**config.mk**
```make
export PLATFORM = sky130hd
export DESIGN_NAME = mul_issue_ctrl_flat
export DESIGN_NICKNAME = d
export VERILOG_FILES = /design/src/rtl/mul_issue_ctrl_pkg.sv /design/src/rtl/mul_issue_ctrl_if.sv /design/src/rtl/mul_reuse_cache.sv /design/src/rtl/mul_issue_ctrl.sv /design/src/flat_wrapper.sv
export SDC_FILE = /design/constraint.sdc
export NUM_CORES = 1
export LEC_CHECK = 0
export CORE_ASPECT_RATIO = 0.6
export CORE_UTILIZATION = 49
export CTS_CLUSTER_DIAMETER = 60
export DETAILED_ROUTE_END_ITERATION = 8
export GPL_TIMING_DRIVEN = 0
export PLACE_DENSITY = 0.77
export SLEW_MARGIN = 30
export SYNTH_ARGS = -nofsm -noshare
export SYNTH_HDL_FRONTEND = slang
export SYNTH_HIERARCHICAL = 1
export SYNTH_SLANG_ARGS = --single-unit
```
**constraint.sdc**
```tcl
create_clock -name clk -period 2.7 [get_ports clk]
set_input_delay 0.54 -clock clk [delete_from_list [all_inputs] [get_ports clk]]
set_output_delay 0.54 -clock clk [all_outputs]
set_load 0.01 [all_outputs]
```
**src/rtl/mul_issue_ctrl_pkg.sv**
```systemverilog
// Shared definitions for the multiplier issue controller: op codes, signedness
// codes, FSM states and small operand/result formatting helpers.
package mul_issue_ctrl_pkg;

  // RV64M multiply op codes as presented on req_op
  localparam logic [2:0] OpMul    = 3'b000;
  localparam logic [2:0] OpMulh   = 3'b001;
  localparam logic [2:0] OpMulhsu = 3'b010;
  localparam logic [2:0] OpMulhu  = 3'b011;
  localparam logic [2:0] OpMulw   = 3'b100;

  // Cycles from the start pulse being accepted by the multiplier to its done pulse,
  // counted from the accept of the request
  localparam int unsigned MulLatency = 6;

  // Signedness code driven to the multiplier
  typedef enum logic [1:0] {
    ModeUU = 2'b00,
    ModeSU = 2'b01,
    ModeSS = 2'b10
  } mul_mode_e;

  typedef enum logic [2:0] {
    StIdle,
    StIssue,
    StWait,
    StDone,
    StDrain
  } state_e;

  function automatic logic op_legal(logic [2:0] op);
    return op <= OpMulw;
  endfunction

  function automatic mul_mode_e op_mode(logic [2:0] op);
    case (op)
      OpMulhu:  return ModeUU;
      OpMulhsu: return ModeSU;
      default:  return ModeSS;
    endcase
  endfunction

  function automatic logic [63:0] sext32(logic [31:0] v);
    return {{32{v[31]}}, v};
  endfunction

  // Pick the half of the product each op returns
  function automatic logic [63:0] fmt_result(logic [2:0] op, logic [63:0] hi, logic [63:0] lo);
    case (op)
      OpMul:   return lo;
      OpMulw:  return sext32(lo[31:0]);
      default: return hi;
    endcase
  endfunction

endpackage

```
**src/rtl/mul_issue_ctrl_if.sv**
```systemverilog
// EXU-side request/response handshake bundle of the multiplier issue controller.
interface mul_issue_ctrl_if;
  logic        req_valid;
  logic        req_ready;
  logic [2:0]  req_op;
  logic [63:0] req_src1;
  logic [63:0] req_src2;
  logic        resp_valid;
  logic        resp_ready;
  logic [63:0] resp_data;

  // EXU side
  modport master (
    output req_valid, req_op, req_src1, req_src2, resp_ready,
    input  req_ready, resp_valid, resp_data
  );

  // Controller side
  modport slave (
    input  req_valid, req_op, req_src1, req_src2, resp_ready,
    output req_ready, resp_valid, resp_data
  );
endinterface

```
**src/rtl/mul_reuse_cache.sv**
```systemverilog
// Single-entry hi/lo product cache. A MUL following any op on the same operands
// reuses the low half; MULH/MULHSU/MULHU reuse the high half only when the
// signedness matches. MULW never hits.
module mul_reuse_cache
  import mul_issue_ctrl_pkg::*;
#(
  parameter bit REUSE_EN = 1'b1
) (
  input  logic        clk,
  input  logic        rst,
  input  logic [2:0]  lk_op,
  input  logic [63:0] lk_src1,
  input  logic [63:0] lk_src2,
  output logic        hit,
  output logic [63:0] hit_data,
  input  logic        wr_en,
  input  mul_mode_e   wr_mode,
  input  logic [63:0] wr_src1,
  input  logic [63:0] wr_src2,
  input  logic [63:0] wr_hi,
  input  logic [63:0] wr_lo
);

  logic        valid_q;
  mul_mode_e   mode_q;
  logic [63:0] src1_q, src2_q, hi_q, lo_q;
  logic        tag_match;

  // Entry storage; only reset invalidates it
  always_ff @(posedge clk or negedge rst) begin
    if (!rst) begin
      valid_q <= 1'b0;
      mode_q  <= ModeUU;
      src1_q  <= '0;
      src2_q  <= '0;
      hi_q    <= '0;
      lo_q    <= '0;
    end else if (wr_en) begin
      valid_q <= 1'b1;
      mode_q  <= wr_mode;
      src1_q  <= wr_src1;
      src2_q  <= wr_src2;
      hi_q    <= wr_hi;
      lo_q    <= wr_lo;
    end
  end

  // Tag compare and half select
  always_comb begin
    tag_match = valid_q && (lk_src1 == src1_q) && (lk_src2 == src2_q);
    hit       = 1'b0;
    hit_data  = hi_q;
    if (REUSE_EN) begin
      case (lk_op)
        OpMul: begin
          // Low half of the product does not depend on signedness
          hit      = tag_match;
          hit_data = lo_q;
        end
        OpMulh, OpMulhsu, OpMulhu: hit = tag_match && (mode_q == op_mode(lk_op));
        default: hit = 1'b0;
      endcase
    end
  end

endmodule

```
**src/rtl/mul_issue_ctrl.sv**
```systemverilog
// Sequencing controller between the EXU and the 64-bit multiplier datapath:
// accepts RV64M multiply requests, issues them with a one-cycle start pulse,
// waits for the done pulse and returns the formatted result with backpressure.
module mul_issue_ctrl
  import mul_issue_ctrl_pkg::*;
#(
  parameter int unsigned TIMEOUT  = 16,
  parameter bit          REUSE_EN = 1'b1
) (
  input  logic              clk,
  input  logic              rst,
  mul_issue_ctrl_if.slave   exu,
  input  logic              flush,
  output logic              busy,
  output logic              timeout_err,
  output logic              mul_valid_in,
  output logic [1:0]        mul_signed,
  output logic [63:0]       mul_multiplicand,
  output logic [63:0]       mul_multiplier,
  input  logic              mul_valid_out,
  input  logic [63:0]       mul_result_hi,
  input  logic [63:0]       mul_result_lo
);

  localparam int unsigned CntW = $clog2(TIMEOUT + 1);

  state_e          state_q, state_d;
  logic [2:0]      op_q, op_d;
  logic [63:0]     src1_q, src1_d, src2_q, src2_d;
  logic [63:0]     res_q, res_d;
  logic [CntW-1:0] cnt_q, cnt_d;
  logic            terr_q, terr_d;

  logic            accept, in_flight, timed_out, cache_wr;
  logic            hit;
  logic [63:0]     hit_data;

  assign accept    = exu.req_valid && exu.req_ready;
  assign in_flight = (state_q == StIssue) || (state_q == StWait) || (state_q == StDrain);
  assign timed_out = (cnt_q == CntW'(TIMEOUT - 1));

  // Lookup uses the live request so a hit can answer on the cycle after accept
  mul_reuse_cache #(
    .REUSE_EN (REUSE_EN)
  ) u_cache (
    .clk      (clk),
    .rst      (rst),
    .lk_op    (exu.req_op),
    .lk_src1  (exu.req_src1),
    .lk_src2  (exu.req_src2),
    .hit      (hit),
    .hit_data (hit_data),
    .wr_en    (cache_wr),
    .wr_mode  (op_mode(op_q)),
    .wr_src1  (src1_q),
    .wr_src2  (src2_q),
    .wr_hi    (mul_result_hi),
    .wr_lo    (mul_result_lo)
  );

  // State, captured request, result and timeout registers
  always_ff @(posedge clk or negedge rst) begin
    if (!rst) begin
      state_q <= StIdle;
      op_q    <= '0;
      src1_q  <= '0;
      src2_q  <= '0;
      res_q   <= '0;
      cnt_q   <= '0;
      terr_q  <= 1'b0;
    end else begin
      state_q <= state_d;
      op_q    <= op_d;
      src1_q  <= src1_d;
      src2_q  <= src2_d;
      res_q   <= res_d;
      cnt_q   <= cnt_d;
      terr_q  <= terr_d;
    end
  end

  // Next-state logic, result capture and cache write decision
  always_comb begin
    state_d  = state_q;
    op_d     = op_q;
    src1_d   = src1_q;
    src2_d   = src2_q;
    res_d    = res_q;
    cnt_d    = cnt_q;
    terr_d   = terr_q;
    cache_wr = 1'b0;
    unique case (state_q)
      StIdle: begin
        if (accept) begin
          op_d   = exu.req_op;
          src1_d = exu.req_src1;
          src2_d = exu.req_src2;
          if (!op_legal(exu.req_op)) begin
            res_d   = '0;
            state_d = StDone;
          end else if (hit) begin
            res_d   = hit_data;
            state_d = StDone;
          end else begin
            state_d = StIssue;
          end
        end
      end
      StIssue: begin
        cnt_d   = '0;
        state_d = flush ? StDrain : StWait;
      end
      StWait: begin
        cnt_d = cnt_q + CntW'(1);
        if (mul_valid_out) begin
          if (flush) begin
            state_d = StIdle;
          end else begin
            res_d    = fmt_result(op_q, mul_result_hi, mul_result_lo);
            cache_wr = (op_q != OpMulw);
            state_d  = StDone;
          end
        end else if (flush) begin
          state_d = StDrain;
        end else if (timed_out) begin
          terr_d  = 1'b1;
          res_d   = '0;
          state_d = StDone;
        end
      end
      StDrain: begin
        cnt_d = cnt_q + CntW'(1);
        if (mul_valid_out) begin
          state_d = StIdle;
        end else if (timed_out) begin
          terr_d  = 1'b1;
          state_d = StIdle;
        end
      end
      StDone: begin
        // Flush and resp_ready both retire the response; flush just drops it
        if (flush || exu.resp_ready) state_d = StIdle;
      end
      default: state_d = StIdle;
    endcase
  end

  // Outputs; rst gates req_ready so every output reads 0 while reset is held
  always_comb begin
    exu.req_ready    = rst && (state_q == StIdle) && !flush;
    exu.resp_valid   = (state_q == StDone);
    exu.resp_data    = (state_q == StDone) ? res_q : '0;
    busy             = (state_q != StIdle);
    timeout_err      = terr_q;
    mul_valid_in     = (state_q == StIssue);
    mul_signed       = in_flight ? op_mode(op_q) : ModeUU;
    mul_multiplicand = '0;
    mul_multiplier   = '0;
    if (in_flight) begin
      mul_multiplicand = (op_q == OpMulw) ? sext32(src1_q[31:0]) : src1_q;
      mul_multiplier   = (op_q == OpMulw) ? sext32(src2_q[31:0]) : src2_q;
    end
  end

endmodule

```
**src/flat_wrapper.sv**
```systemverilog
// flat-port wrapper written by rule: the top's interface ports become plain ports
module mul_issue_ctrl_flat import mul_issue_ctrl_pkg::*;
#(
  parameter int unsigned TIMEOUT  = 16,
  parameter bit          REUSE_EN = 1'b1
)
  (clk, rst, flush, busy, timeout_err, mul_valid_in, mul_signed, mul_multiplicand, mul_multiplier, mul_valid_out, mul_result_hi, mul_result_lo, exu_req_valid, exu_req_op, exu_req_src1, exu_req_src2, exu_resp_ready, exu_req_ready, exu_resp_valid, exu_resp_data);
  mul_issue_ctrl_if exu_i ();
  input  logic clk;
  input  logic rst;
  input  logic flush;
  output logic busy;
  output logic timeout_err;
  output logic mul_valid_in;
  output logic [1:0] mul_signed;
  output logic [63:0] mul_multiplicand;
  output logic [63:0] mul_multiplier;
  input  logic mul_valid_out;
  input  logic [63:0] mul_result_hi;
  input  logic [63:0] mul_result_lo;
  input wire logic [$bits(exu_i.req_valid)-1:0] exu_req_valid;
  input wire logic [$bits(exu_i.req_op)-1:0] exu_req_op;
  input wire logic [$bits(exu_i.req_src1)-1:0] exu_req_src1;
  input wire logic [$bits(exu_i.req_src2)-1:0] exu_req_src2;
  input wire logic [$bits(exu_i.resp_ready)-1:0] exu_resp_ready;
  output wire logic [$bits(exu_i.req_ready)-1:0] exu_req_ready;
  output wire logic [$bits(exu_i.resp_valid)-1:0] exu_resp_valid;
  output wire logic [$bits(exu_i.resp_data)-1:0] exu_resp_data;
  assign exu_i.req_valid = exu_req_valid;
  assign exu_i.req_op = exu_req_op;
  assign exu_i.req_src1 = exu_req_src1;
  assign exu_i.req_src2 = exu_req_src2;
  assign exu_i.resp_ready = exu_resp_ready;
  assign exu_req_ready = exu_i.req_ready;
  assign exu_resp_valid = exu_i.resp_valid;
  assign exu_resp_data = exu_i.resp_data;
  mul_issue_ctrl #(.TIMEOUT(TIMEOUT), .REUSE_EN(REUSE_EN)) u_core (.clk(clk), .rst(rst), .exu(exu_i), .flush(flush), .busy(busy), .timeout_err(timeout_err), .mul_valid_in(mul_valid_in), .mul_signed(mul_signed), .mul_multiplicand(mul_multiplicand), .mul_multiplier(mul_multiplier), .mul_valid_out(mul_valid_out), .mul_result_hi(mul_result_hi), .mul_result_lo(mul_result_lo));
endmodule
```
==> metrics.txt <==
Synth-to-Final Area Change 41.2%; Adder-Cell Fraction of Synth Area 0.00109; Post-synth EDFFs 0; die height 169 µm; final hold violations 0; Most used DFF post-synth dfrtp_1; Max Cap Violations 0; Cell Pwr Density 921 mW/mm²; CP max stage cell dfrtp_2; FP Rows 60; initial antenna violation count 15; Netlist cell types 52; ys async rst share 1.00; unrepaired setup endpoints after global routing true; syn_nets 2,434; CTS tree yes; most frequent cells in the layout 491 x nand2_1, 458 x dfrtp_1, 356 x mux2_2; HPWL Detailed 65,900 µm; Max clock buf depth 3; Clock Tree Root clkbuf_16; DRC violations left 0; Leak 15.7 nW; largest net degree at the start of global routing 91; first-pass GRT wire length 130,000 µm; CP top delay family simple AND/OR/NAND/NOR gates; main combinational cell family by area after synthesis multiplexers; drt first-iter violations 2,105; CTS sink cnt 463; Max FO, Critical Path 10; Synth Area in Simple Gates 0.158; fmax 307 MHz; H-tree depth 2; Hold Path Class input port to asynchronous set/reset pin; Initial DRT Pass Iterations 6; setup ws final -557 ps; Die Wd 281 µm; Starting Density 0.503; Seq/Total Area, Yosys 0.507; cells along the critical path xnor2_4, nand4_1, nor4_4, nand4_1, nor4_4, nor2b_2, o22ai_4, buf_12, buf_6, mux2_2; XOR/XNOR Fraction of Synth Area 0.0241; Overflow after GRT 0; Ports 464; Critical Setup Path Class flip-flop to flip-flop; number of setup violations in the final report 200; Final min period 3260 ps; port bufs 463; multiplexer area fraction after synthesis 0.194; Reg clk slew, reported paths 60 ps; Net count, final 3,027; Worst Setup End Kind flip-flop; cts bufs inserted 45; post-layout util 0.711; via count 20,257; Mapped Area 0.0229 mm²; synthesized area per cell 10.6 µm²; WHS 67.8 ps; Routed WL 91,000 µm; Worst VDD drop 515 µV; #FFs+latches synth 463; core area 0.0454 mm²; max-slew violation count 0; yosys synthesis warning count 6; crit path buf inv count 2; Setup Total Neg Slack -46,340 ps; vias per cell 5.91; die area 0.0476 mm²; share of cells above drive strength 1 0.318; ANT nets after route 0; worst stage delay on the critical path 450 ps; CP required 3130 ps; Slew @ Worst Pin 1000 ps; max_slew headroom 0.328; clock skew 40.3 ps; Post-Syn Instances 2,167; Final GP Congestion 1.04; Worst Path Arrival 3690 ps; post-synthesis compound-gate area fraction 0.0825; Worst-Skew Late Latency 580 ps; fin crit share 1.21; failing checks negative setup slack; drt wl/cell 26.5 µm; most common cell after layout, fill and taps aside nand2_1; crit start category flip-flop; outcome complete, but fails checks; vias in the first global route 20,145; Tot GR Track Use 0.373
-- metal layers --
layer  vias up  global-route usage  share of wire
met1     10339               0.540           0.42
li1       8607                   -              -
met2      1083               0.519           0.42
met4         2               0.150          0.045
met5         -                   0        0.00014
met3       226               0.111           0.11
-- power breakdown --
group	internal, mW	switching (mW)	leakage (nW)
sequential	9.62	1.92	5.91
clock	3.95	2.82	0.784
combinational	5.71	5.71	9.02
total	19.3	10.5	15.7
-- area by class of cell --
type	instances	area [µm²]
inverter	42	159
antenna	14	35.0
clock inverter	14	174
tap	620	776
multi-input combinational	1524	11400
clock buffer	68	1400
buffer	132	1040
sequential	463	11600
fill	3269	13100
timing repair buffer	552	5690
-- cell families after synthesis --
logic type / Yosys count
AOI/OAI and AO/OA: 286
xor gates and xnor gates: 63
adders and majority gates: 2
buffers and inverters: 180
DFF: 463
muxes: 397
and+or+nand+nor: 776
-- state kept, by name, summed over array words and instances, names as in the netlist --
name	cells
u_core/timeout_err	1
u_core/u_cache/src1_q	64
u_core/res_q	64
u_core/u_cache/src2_q	64
u_core/u_cache/valid_q	1
u_core/u_cache/mode_q	2
u_core/state_q	3
u_core/u_cache/lo_q	64
u_core/src1_q	64
u_core/op_q	3
u_core/src2_q	64
u_core/cnt_q	5
u_core/u_cache/hi_q	64
-- cells in the mapped netlist, drive strengths merged, types with 15 or more instances --
cell type	number	share of area
nor2b	94	0.026
mux2i	35	0.015
inv	40	0.0066
a21oi	102	0.022
buf	60	0.014
mux2	362	0.18
o2111ai	19	0.0073
o21ai	68	0.015
o2bb2ai	65	0.025
nor4	15	0.0044
clkbuf	78	0.013
nand4	16	0.0047
nand2b	58	0.016
xnor2	54	0.021
nand2	491	0.081
dfrtp	463	0.51
and2	66	0.018
-- worst paths after layout --
path / slack [ps] / from / end / cells after the start
setup / recovery: -560 / u_core/u_cache/src1_q[56] / u_core/res_q[11] / 10
hold / removal: 70 / rst / u_core/u_cache/lo_q[50] / 2
setup reg to reg: -560 / u_core/u_cache/src1_q[56] / u_core/res_q[11] / 10
hold reg to reg: 460 / u_core/u_cache/valid_q / u_core/u_cache/valid_q / 1
max in group asynchronous: 1740 / rst / u_core/res_q[48] / 2
min in group clk: 310 / exu_req_src1[56] / u_core/src1_q[56] / 3
-- metrics by stage --
stage,setup slack (ps),area (µm²),instances,power (mW)
2_1_floorplan,-23.6,22900,2167,16.4
3_3_place_gp,-20290,28300,3250,20.0
3_5_place_dp,-1760,28400,3256,20.5
4_1_cts,-402,31400,3400,28.6
5_1_grt,-544,32300,3428,30.9
6_report,-557,32300,3429,29.7
-- what timing repair did --
| item | CTS | global route |
|---|---|---|
| setup buffers | 49 | 26 |
| gates cloned | 14 | 2 |
| endpoints found under the hold margin | 14 | 0 |
| pin swaps | 14 | 11 |
| endpoints found under the setup margin | 653 | 506 |
| resized for setup | 711 | 390 |
| hold buffers | 2 | 0 |
(Power assumes the default switching activity.)
